**src/rtl/ras_ckpt.sv**
```systemverilog
// Checkpointed circular return address stack: push/pop/pop-then-push with one-cycle snapshot restore.
// Latency: prediction outputs are combinational in the request cycle; state updates at the next clk_i edge.
// Backpressure: none; accepts one classified request every cycle, flush and restore drop a same-cycle request.
module ras_ckpt #(
  parameter  int XLEN     = 32,
  parameter  int RAS_SIZE = 16,
  localparam int PTR_W    = $clog2(RAS_SIZE),
  localparam int CNT_W    = $clog2(RAS_SIZE + 1)
) (
  input  logic             clk_i,
  input  logic             rst_i,
  input  logic             req_valid_i,
  input  logic             j_type_i,
  input  logic             jr_type_i,
  input  logic [4:0]       rd_addr_i,
  input  logic [4:0]       r1_addr_i,
  input  logic [XLEN-1:0]  return_addr_i,
  input  logic             flush_i,
  input  logic             restore_valid_i,
  input  logic [PTR_W-1:0] restore_ptr_i,
  input  logic [CNT_W-1:0] restore_cnt_i,
  input  logic [XLEN-1:0]  restore_data_i,
  output logic             pop_valid_o,
  output logic [XLEN-1:0]  pop_addr_o,
  output logic [PTR_W-1:0] ckpt_ptr_o,
  output logic [CNT_W-1:0] ckpt_cnt_o,
  output logic [XLEN-1:0]  ckpt_data_o,
  output logic             overflow_o,
  output logic             underflow_o
);

  typedef enum logic [1:0] {
    OP_NONE = 2'd0,
    OP_PUSH = 2'd1,
    OP_POP  = 2'd2,
    OP_BOTH = 2'd3
  } ras_op_e;

  localparam logic [CNT_W-1:0] CNT_FULL = CNT_W'(RAS_SIZE);

  logic [XLEN-1:0]  mem [RAS_SIZE];
  logic [PTR_W-1:0] tos;
  logic [CNT_W-1:0] cnt;
  logic [PTR_W-1:0] tos_inc;
  logic [PTR_W-1:0] tos_dec;
  logic             link_rd;
  logic             link_r1;
  logic             is_full;
  logic             is_empty;
  logic             req_act;
  ras_op_e          op;

  assign link_rd  = (rd_addr_i == 5'd1) || (rd_addr_i == 5'd5);
  assign link_r1  = (r1_addr_i == 5'd1) || (r1_addr_i == 5'd5);
  assign is_full  = (cnt == CNT_FULL);
  assign is_empty = (cnt == '0);
  assign tos_inc  = tos + PTR_W'(1);
  assign tos_dec  = tos - PTR_W'(1);
  // Reset, flush and restore all take precedence over the fetched request.
  assign req_act  = req_valid_i && !rst_i && !flush_i && !restore_valid_i;

  // Snapshot and prediction read the pre-update top of stack.
  assign ckpt_ptr_o  = tos;
  assign ckpt_cnt_o  = cnt;
  assign ckpt_data_o = mem[tos];
  assign pop_addr_o  = mem[tos];

  // Classify the jump by its link registers; JAL takes precedence if both type bits are set.
  always_comb begin
    op = OP_NONE;
    if (req_act) begin
      if (j_type_i) begin
        if (link_rd) op = OP_PUSH;
      end else if (jr_type_i) begin
        if (link_rd && !link_r1)      op = OP_PUSH;
        else if (!link_rd && link_r1) op = OP_POP;
        else if (link_rd && link_r1)  op = (rd_addr_i == r1_addr_i) ? OP_PUSH : OP_BOTH;
      end
    end
  end

  // Prediction and performance-event outputs for the current request.
  always_comb begin
    pop_valid_o = 1'b0;
    overflow_o  = 1'b0;
    underflow_o = 1'b0;
    case (op)
      OP_PUSH: overflow_o = is_full;
      OP_POP, OP_BOTH: begin
        pop_valid_o = !is_empty;
        underflow_o = is_empty;
      end
      default: ;
    endcase
  end

  // Pointer, occupancy and single-entry write; nothing ever shifts.
  always_ff @(posedge clk_i) begin
    if (rst_i) begin
      tos <= '0;
      cnt <= '0;
      mem <= '{default: '0};
    end else if (flush_i) begin
      tos <= '0;
      cnt <= '0;
    end else if (restore_valid_i) begin
      tos                <= restore_ptr_i;
      cnt                <= restore_cnt_i;
      mem[restore_ptr_i] <= restore_data_i;
    end else begin
      case (op)
        OP_PUSH: begin
          tos          <= tos_inc;
          mem[tos_inc] <= return_addr_i;
          if (!is_full) cnt <= cnt + CNT_W'(1);
        end
        OP_POP: begin
          if (!is_empty) begin
            tos <= tos_dec;
            cnt <= cnt - CNT_W'(1);
          end
        end
        OP_BOTH: begin
          mem[tos] <= return_addr_i;
          if (is_empty) cnt <= CNT_W'(1);
        end
        default: ;
      endcase
    end
  end

endmodule

```
**config.mk**
```make
export PLATFORM = sky130hd
export DESIGN_NAME = ras_ckpt
export DESIGN_NICKNAME = d
export VERILOG_FILES = /design/src/rtl/ras_ckpt.sv
export SDC_FILE = /design/constraint.sdc
export NUM_CORES = 2
export LEC_CHECK = 0
export CORE_AREA = 2 2 325 327
export DETAILED_ROUTE_END_ITERATION = 12
export DIE_AREA = 0 0 327 329
export PLACE_DENSITY = 0.44
export SLEW_MARGIN = 0
export SYNTH_ARGS = -nofsm -noshare
export SYNTH_HDL_FRONTEND = slang
export SYNTH_SLANG_ARGS = --single-unit
```
**constraint.sdc**
```tcl
create_clock -name clk_i -period 3.4 [get_ports clk_i]
set_input_delay 0.68 -clock clk_i [delete_from_list [all_inputs] [get_ports clk_i]]
set_output_delay 0.68 -clock clk_i [all_outputs]
set_load 0.05 [all_outputs]
```
==> impl_metrics.env <==
export IMPL_outcome="finished, violations left"
export IMPL_violations="setup timing"
export IMPL_critPathCaptureType="output pin"
export IMPL_start_kind="flop"
export IMPL_wire_per_inst_um=32.03
export IMPL_synth_xor_xnor_area_share_pct=0.1411
export IMPL_synthAdderAreaFrac_pct=0.5887
export IMPL_slowest_stage="mux4_2"
export IMPL_met2_length_um=64110
export IMPL_first_iter_violations=3577
export IMPL_syn_area_mm2=0.03103
export IMPL_maxClockFrequency_mhz=281.7
export IMPL_worst_pin_slew_ns=1.454
export IMPL_synth_edff_count=0
export IMPL_vias=29190
export IMPL_avgSynthCellArea_um2=9.892
export IMPL_fin_ws_ns=-0.1502
export IMPL_drcViolationCount=0
export IMPL_antenna_found_initial=5
export IMPL_nFillCells=10200
export IMPL_core_mm2=0.1044
export IMPL_ctsLongestPathBuffers=3
export IMPL_path_clk_slew_ns=0.06
export IMPL_hp_class="in2reg"
export IMPL_viasPerCell=6.396
export IMPL_ys_ff_latch=521
export IMPL_critPathKind="reg2out"
export IMPL_power_leakage_nw=10.96
export IMPL_cts_tree="built"
export IMPL_drt_total_wl_um=146100
export IMPL_yosysWarnings=0
export IMPL_synthMuxAreaShare_pct=11.69
export IMPL_top_layer="met5"
export IMPL_fin_skew_ns=0.02568
export IMPL_grt_pass1_vias=28860
export IMPL_ys_flop_type="dfxtp_1"
export IMPL_syn_nets=3241
export IMPL_grt_max_degree=193
export IMPL_ys_types=61
export IMPL_portBuffers=165
export IMPL_path_cells="buf_12 > buf_4 > buf_16 > mux4_2 > mux4_2 > buf_6"
export IMPL_synthToLayoutAreaGrowth_pct=22.89
export IMPL_gp_congestion=0.8526
export IMPL_powerDensity_mw_per_mm2=429.7
export IMPL_grt_usage_pct=26.21
export IMPL_met3_length_um=14220
export IMPL_drv_slew=0
export IMPL_timing_hold_ws_ns=0.4423
export IMPL_die_h_um=329
export IMPL_cap_violations=0
export IMPL_drive_gt1_share_pct=30.80
export IMPL_final_cell_area_mm2=0.03813
export IMPL_synthSimpleGateAreaFrac_pct=5.254
export IMPL_antenna_cells=0
export IMPL_cts_max_level=2
export IMPL_instances_no_fill=4563
export IMPL_finalHoldViolations=0
export IMPL_async_flop_share_pct=0
export IMPL_finalSetupViolations=64
export IMPL_die_w_um=327
export IMPL_rrSetupSlack_ns=0.27
export IMPL_dp_cells=4428
export IMPL_firstDrtPassIters=8
export IMPL_cp_max_fo=9
export IMPL_cp_data_required_time_ns=2.72
export IMPL_grt_overflow=0
export IMPL_final_common_cell="a21oi_1"
export IMPL_max_slew_margin_rel_pct=3.063
export IMPL_cts_hold_buf=0
export IMPL_synth_top_family_by_area="compound AO/OA/AOI/OAI gates"
export IMPL_synth_compound_area_share_pct=39.75
export IMPL_cp_common_cell="mux4_2"
export IMPL_vdd_drop_max_v=0.0004301
export IMPL_nNetsFinal=3225
export IMPL_place_area_mm2=0.03532
export IMPL_pre_cts_ws_ns=-0.5743
export IMPL_detailed_place_hpwl_um=92130
export IMPL_netlist_instances=3137
export IMPL_dieArea_mm2=0.1076
export IMPL_cts_buffers=61
export IMPL_fin_crit_sh_pct=104.4
export IMPL_worstSkewPairLatency_ns=0.67
export IMPL_rows=119
export IMPL_cts_sinks=521
export IMPL_final_cell_mix="529 x a21oi_1, 518 x dfxtp_1, 463 x a22oi_1"
export IMPL_antenna_left=0
export IMPL_critPathArrivalTime_ns=2.87
export IMPL_cpPeakStageDelay_ns=0.59
export IMPL_totalPowerFinal_mw=16.38
export IMPL_min_period_ns=3.550
export IMPL_grt_pass1_wl_um=209500
export IMPL_yosysSeqAreaShare_pct=33.61
export IMPL_rsz0062_at_grt="yes"
export IMPL_initial_core_util_pct=29.73
export IMPL_wl_met1_um=62910
export IMPL_num_io_pins=166
export IMPL_ctsRootBufferMaster="clkbuf_16"
## registers in the layout, summed over array words and instances, names as in the netlist
register    cells
ckpt_ptr_o      4
mem           512
ckpt_cnt_o      5
## routing by layer
metal  up-vias  GRT usage [%]
met3       316          6.606
met5         -              0
met2      1710          39.84
met1     14860          36.01
met4         4          9.224
li1      12300              -
## worst max-delay path, delay by kind of cell (launching register included)
| family | cells | cell delay (ns) |
|---|---|---|
| DFF | 1 | 0.37 |
| muxes | 2 | 1.17 |
| buffers and inverters | 4 | 0.65 |
## report_power, final
group,switching [mW],internal [mW],total [mW]
clock,2.91,4.10,7.02
sequential,0.147,6.35,6.49
combinational,1.85,1.02,2.87
total,4.92,11.5,16.4
## repair_timing
action	in CTS	in global routing
cloned	5	2
setup endpoints to repair	67	68
hold endpoints to repair	0	0
buffers inserted	13	3
pin swaps	3	2
resized for setup	83	19
## final timing paths
| kind | from | to | cells past startpoint |
|---|---|---|---|
| max | ckpt_ptr_o[0] | ckpt_data_o[21] | 6 |
| min reg2reg | mem[100] | mem[100] | 2 |
| max reg2reg | ckpt_ptr_o[0] | mem[57] | 10 |
| min | restore_valid_i | ckpt_ptr_o[3] | 4 |
## layout make-up
| cell class | count | area (um^2) | area share, % |
|---|---|---|---|
| clock buffer | 90 | 1795 | 4.708 |
| sequential | 521 | 10440 | 27.38 |
| tap | 1391 | 1740 | 4.564 |
| clock inverter | 24 | 309.0 | 0.8104 |
| timing repair buffer | 472 | 5584 | 14.64 |
| inverter | 12 | 45.04 | 0.1181 |
| multi-input combinational | 2053 | 18220 | 47.77 |
## logic make-up (layout without fill, tap and decap cells)
group                    count (synthesis)  in the layout
AO/OA/AOI/OAI                         1642           1642
buffers and inverters                  563            598
AND/OR/NAND/NOR                        230            230
XOR/XNOR                                 5              5
flip-flops                             521            521
multiplexers                           162            162
adder cells (fa/ha/maj)                 14             14
## synth_stat cells (3+ instances only)
master | count | area share (%)
nor2_1 | 10 | 0.12
a41oi_1 | 4 | 0.11
a22oi_1 | 463 | 11
nor2_2 | 8 | 0.16
nand4_1 | 5 | 0.10
nor3_2 | 18 | 0.58
nand2b_1 | 13 | 0.26
xnor2_1 | 4 | 0.11
a31oi_1 | 18 | 0.36
buf_6 | 19 | 0.69
nor3_1 | 3 | 0.048
nor3_4 | 15 | 0.79
a211oi_2 | 181 | 7.3
clkbuf_2 | 24 | 0.39
a22oi_2 | 50 | 2.0
and2_1 | 49 | 0.99
nor2b_1 | 72 | 1.5
nand3_1 | 3 | 0.048
a21oi_1 | 530 | 8.5
buf_1 | 36 | 0.44
buf_4 | 80 | 1.9
o31a_1 | 6 | 0.17
dfxtp_1 | 521 | 34
o21a_1 | 9 | 0.22
inv_1 | 12 | 0.15
o21ai_0 | 9 | 0.15
o221ai_2 | 16 | 0.77
buf_2 | 157 | 2.5
ha_1 | 13 | 0.52
clkbuf_1 | 235 | 2.8
a21oi_2 | 7 | 0.20
nand2_1 | 16 | 0.19
a211oi_1 | 337 | 8.2
mux4_2 | 160 | 12
## through the flow
stage                     util [%]  TNS [ns]
after floorplan                  -  -0.09256
after CTS                    36.42    -8.039
after detailed placement     33.84   -233.39
final                        36.53    -6.260
after global routing         36.53    -10.05
after global placement       33.84   -237.67
(Power assumes the default switching activity.)
